`src/rtl/sc_pkg.sv`:
```
// Shared stochastic-computing definitions: decoder FSM states and the window/scale
// widths that the MAC-side Sobol generators also depend on.
package sc_pkg;

  localparam int SC_WIN_LOG2   = 8;
  localparam int SC_SCALE_LOG2 = 4;

  typedef enum logic [1:0] {
    IDLE  = 2'd0,
    ACCUM = 2'd1,
    HOLD  = 2'd2
  } sc_dec_state_t;

endpackage

```
`src/rtl/sc_win_cnt.sv`:
```
// Window sample counter and ones counter; both advance only on enabled cycles
// and clear together so a new window always starts from zero.
import sc_pkg::*;

module sc_win_cnt #(
  parameter int WIN_LOG2 = SC_WIN_LOG2
) (
  input  logic              clk,
  input  logic              rst_n,
  input  logic              clr,
  input  logic              en,
  input  logic              bit_in,
  output logic [WIN_LOG2:0] ones,
  output logic              tc,
  output logic [WIN_LOG2:0] ones_nxt
);

  localparam logic [WIN_LOG2:0] LAST_SAMP = (WIN_LOG2+1)'((1 << WIN_LOG2) - 1);
  localparam logic [WIN_LOG2:0] ONE       = (WIN_LOG2+1)'(1);

  logic [WIN_LOG2:0] samp;

  assign ones_nxt = bit_in ? ones + ONE : ones;
  // tc marks the cycle whose enabled sample completes the window
  assign tc       = en && (samp == LAST_SAMP);

  always_ff @(posedge clk) begin
    if (!rst_n || clr) begin
      samp <= '0;
      ones <= '0;
    end else if (en) begin
      samp <= samp + ONE;
      ones <= ones_nxt;
    end
  end

endmodule

```
`src/rtl/sc_bi_scaled_decoder.sv`:
```
// Bipolar stochastic decoder: counts ones over a fixed enabled-sample window and
// returns (2*P - 2^WIN_LOG2) << SCALE_LOG2 on a valid/ready handshake.
//
//   state | meaning
//   IDLE  | waiting for start; outputs keep the last result
//   ACCUM | sampling iBit on iEn cycles (busy=1)
//   HOLD  | result presented (oValid=1) until oReady
import sc_pkg::*;

module sc_bi_scaled_decoder #(
  parameter int  WIN_LOG2   = SC_WIN_LOG2,
  parameter int  SCALE_LOG2 = SC_SCALE_LOG2,
  localparam int OUT_W      = WIN_LOG2 + SCALE_LOG2 + 2
) (
  input  logic                    clk,
  input  logic                    rst_n,
  input  logic                    iBit,
  input  logic                    iEn,
  input  logic                    start,
  output logic                    busy,
  output logic signed [OUT_W-1:0] oSum,
  output logic [WIN_LOG2:0]       oOnes,
  output logic                    oValid,
  input  logic                    oReady
);

  localparam logic [WIN_LOG2+1:0] WIN_LEN = {2'b01, {WIN_LOG2{1'b0}}};

  sc_dec_state_t state;

  logic                       cnt_clr;
  logic                       cnt_en;
  logic                       tc;
  logic                       handshake;
  logic [WIN_LOG2:0]          ones_nxt;
  logic [WIN_LOG2:0]          cur_ones_unused;
  logic signed [WIN_LOG2+1:0] offset;

  assign busy      = (state == ACCUM);
  assign oValid    = (state == HOLD);
  assign handshake = oValid && oReady;
  assign cnt_en    = busy && iEn;
  assign cnt_clr   = ((state == IDLE) || handshake) && start;

  // 2P - 2^W is exact in W+2 signed bits, so the scaled result needs no saturation
  assign offset = $signed({ones_nxt, 1'b0} - WIN_LEN);

  sc_win_cnt #(
    .WIN_LOG2(WIN_LOG2)
  ) u_win_cnt (
    .clk      (clk),
    .rst_n    (rst_n),
    .clr      (cnt_clr),
    .en       (cnt_en),
    .bit_in   (iBit),
    .ones     (cur_ones_unused),
    .tc       (tc),
    .ones_nxt (ones_nxt)
  );

  always_ff @(posedge clk) begin
    if (!rst_n) begin
      state <= IDLE;
      oSum  <= '0;
      oOnes <= '0;
    end else begin
      case (state)
        IDLE: begin
          if (start) state <= ACCUM;
        end
        ACCUM: begin
          if (tc) begin
            state <= HOLD;
            oOnes <= ones_nxt;
            oSum  <= {offset, {SCALE_LOG2{1'b0}}};
          end
        end
        HOLD: begin
          // start with oReady chains straight into the next window
          if (oReady) state <= start ? ACCUM : IDLE;
        end
        default: state <= IDLE;
      endcase
    end
  end

endmodule
```
`config.mk`:
```
export PLATFORM = sky130hd
export DESIGN_NAME = sc_bi_scaled_decoder
export DESIGN_NICKNAME = d
export VERILOG_FILES = /design/src/rtl/sc_pkg.sv /design/src/rtl/sc_win_cnt.sv /design/src/rtl/sc_bi_scaled_decoder.sv
export SDC_FILE = /design/constraint.sdc
export NUM_CORES = 1
export LEC_CHECK = 0
export BUFFER_PORTS_ARGS = -buffer_cell sky130_fd_sc_hd__buf_2
export CAP_MARGIN = 5
export CORE_ASPECT_RATIO = 1.4
export CORE_UTILIZATION = 53
export CTS_CLUSTER_SIZE = 28
export DETAILED_ROUTE_END_ITERATION = 12
export HOLD_SLACK_MARGIN = 0.1
export PLACE_DENSITY = 0.77
export REMOVE_ABC_BUFFERS = 1
export SYNTH_ARGS = -nofsm -noshare
export SYNTH_HDL_FRONTEND = slang
export SYNTH_SLANG_ARGS = --single-unit
```
`constraint.sdc`:
```
create_clock -name clk -period 2.2 [get_ports clk]
set_clock_uncertainty 0.2 [all_clocks]
set_input_delay 0.55 -clock clk [delete_from_list [all_inputs] [get_ports clk]]
set_output_delay 0.55 -clock clk [all_outputs]
set_load 0.02 [all_outputs]
```
==> results.py <==
metrics = {
    "clocking": {
        "post_cts_buffers": 0,
        "htree_levels": 2,
        "clock_latency_ns": 0.33,
        "cts_root_buf": "clkbuf_4",
        "clk_pin_slew_ns": 0.09,
        "cts.sinks": 31,
        "cts_hold_buf": 0,
        "cts_tree": "done",
        "ctsResizeCount": 0,
        "clock_path_buffers": 2,
        "numCtsBuffers": 5,
    },
    "power_and_ir_drop": {
        "power.share.sequential_pct": 60.8,
        "p_leak_nw": 0.678,
        "switching_share_pct": 24.8,
        "ir_worst_vdd_mv": 0.363,
        "netSwitchingPower_mw": 0.232,
        "p_comb_share_pct": 6.6,
        "power_frac_clock_pct": 32.6,
        "power.density_nw_per_um2": 556,
        "intPower_mw": 0.703,
    },
    "die": {
        "num_io_pins": 31,
        "chipHeight_um": 65.6,
        "rows": 22,
        "die_area_um2": 3110,
        "fp.dieW_um": 47.4,
        "start_util_pct": 57.3,
        "core_area_um2": 2670,
    },
    "drt": {
        "avgViaCountPerCell": 5.06,
        "routed_wirelength_um": 2590,
        "wl_per_cell_um": 11.0,
        "vias": 1190,
        "post-route-drc-count": 0,
        "drt-pass1-iter-count": 4,
        "detail-route-antenna-nets": 0,
        "drt_iter0_markers": 22,
    },
    "yosys": {
        "yosysSeqAreaShare_pct": 40.6,
        "ys_top_cells_by_area": "dfxtp_1, nor2_1, xnor2_1, buf_4, a211oi_1",
        "synth_area_um2": 1530,
        "synth_async_sr_flop_share_pct": 0,
        "yosysMostFrequentCell": "nor2_1",
        "synth_flop_cell": "dfxtp_1",
        "yosysTopAreaCell": "dfxtp_1",
        "synth_edf_count": 0,
        "synthCells": 177,
        "syn_avg_cell_area_um2": 8.64,
        "ys_types": 35,
        "yosysWarnings": 0,
        "synth_common_cells": "nor2_1, dfxtp_1, xnor2_1",
        "synthDominantCellAreaShare_pct": 40.6,
        "synth-seq-cells": 31,
    },
    "sta": {
        "fin_crit_ns": 1.95,
        "period_share_pct": 88.7,
        "hold_violations": 0,
        "rsz0062_at_grt": "false",
        "fin_tns_setup_ns": 0,
        "finalSetupViolations": 0,
        "drv_slew": 0,
        "fmaxAchievable_ghz": 0.513,
        "fin_hold_ws_ns": 0.280,
    },
    "placed_design": {
        "port_buffers": 25,
        "hpwlAfterDp_um": 1980,
        "placed_cells": 227,
        "routabilityCongestion": 0.838,
    },
    "layout": {
        "fill_cells": 274,
        "nNetsFinal": 207,
        "layout-drive-gt1-share_pct": 22.1,
        "multi_input_area_um2": 778,
        "final_cells": 235,
        "area_delta_synth_final_pct": 9.98,
        "seqCellArea_um2": 621,
        "n_antenna_cell": 0,
        "utilization_pct": 63.0,
    },
    "worst_setup_path": {
        "reg2reg_from": "u_win_cnt.samp[0]",
        "cp_max_fo": 18,
        "cp-end-kind": "flop",
        "crit-reg2reg-capture": "oSum[13]",
        "start_kind": "flop",
        "ff2ff_path_depth": 8,
        "r2r_slack_ns": 0.25,
        "crit_arrival_ns": 1.99,
        "timing_worst_setup_path_type": "reg -> reg",
        "crit_required_ns": 2.24,
    },
    "global_route": {
        "grt_pass1_wl_um": 4420,
        "grt-ovfl-total": 0,
        "grt_pass1_vias": 1094,
        "grt_max_degree": 19,
        "grt_usage_pct": 20.2,
        "antenna_found_initial": 0,
    },
    "flow_run": {
        "cap_violations": 0,
    },
    "run_status": {
        "outcome": "finished clean",
    },
    "hold_path": {
        "hold_depth": 2,
        "holdPathEnd": "oSum[12]",
        "min_from": "oSum[12]",
        "hold_class": "reg -> reg",
    },
}
layout by cell type, fill, tap and decap left out, types with 2 or more instances in the layout:
cell and n:
a211oi_1 9, a211oi_2 2, a21oi_1 5, buf_2 25, buf_4 6, clkbuf_4 5, clkinv_2 3, conb_1 5
dfxtp_1 31, ha_1 3, inv_1 4, nand2_1 12, nand2b_1 2, nand3_1 5, nand4_1 7, nor2_1 32
nor2b_1 2, nor3_1 5, o211a_1 2, xnor2_1 13, xor2_1 7
area by class of cell:
cell class | instances | share of cell area (%)
clock buffer | 5 | 2.23
clock inverter | 3 | 0.893
inverter | 4 | 0.893
multi-input combinational | 125 | 46.3
sequential | 31 | 36.9
tap | 36 | 2.68
timing repair buffer | 31 | 10.1
critical path, stage by stage (launching register included):
cell     delay (ns)
dfxtp_1        0.38
ha_1           0.23
nand3_1        0.09
nor2_1         0.11
ha_1           0.14
and2_1         0.17
buf_4          0.23
nand2_1        0.08
o32ai_1        0.22
registers in the layout (all words and copies together), names as in the netlist:
name,cells
oOnes,9
state,2
oSum,2
u_win_cnt.samp,9
u_win_cnt.ones,9
worst max path at each step:
stage | from | end | cells past startpoint
after detailed placement | iBit | oSum[13] | 5
after global placement | iBit | oSum[13] | 5
final | u_win_cnt.samp[0] | oSum[13] | 8
after CTS | u_win_cnt.samp[0] | oSum[13] | 8
after floorplan | iEn | oOnes[7] | 4
after global routing | u_win_cnt.samp[0] | oSum[13] | 8
through the flow:
step | total power [mW] | worst slack (ns) | instance area [um2]
floorplan | 0.620 | -0.0688 | 1410
global placement | 0.641 | 0.225 | 1630
detailed placement | 0.644 | 0.189 | 1630
CTS | 0.952 | 0.232 | 1680
global route | 0.991 | 0.0748 | 1680
finish | 0.935 | 0.249 | 1680
layer usage:
metal	track usage [%]	share of wire [%]	vias to the layer above
li1	-	-	624
met1	19.5	41	540
met2	35.1	53	19
met3	7.42	3.4	7
met4	10.7	2.3	0
met5	0	0	-
cell families after synthesis:
family                   Yosys count  synth area share [%]
AO/OA/AOI/OAI                     22                  11.0
XOR/XNOR                          20                  11.5
adder cells (fa/ha/maj)            3                  2.46
buffers and inverters             25                  9.49
flip-flops                        31                  40.6
multiplexers                       1                 0.655
other                              1                 0.245
AND/OR/NAND/NOR                   74                  24.1
power groups by stage:
stage	clock network, mW	logic, mW	registers (mW)
floorplan	0	0.0384	0.581
global placement	0	0.0599	0.582
detailed placement	0	0.0614	0.582
CTS	0.321	0.0617	0.569
global route	0.353	0.0678	0.570
finish	0.305	0.0613	0.569
No activity file was read; power rests on OpenSTA's default activity.
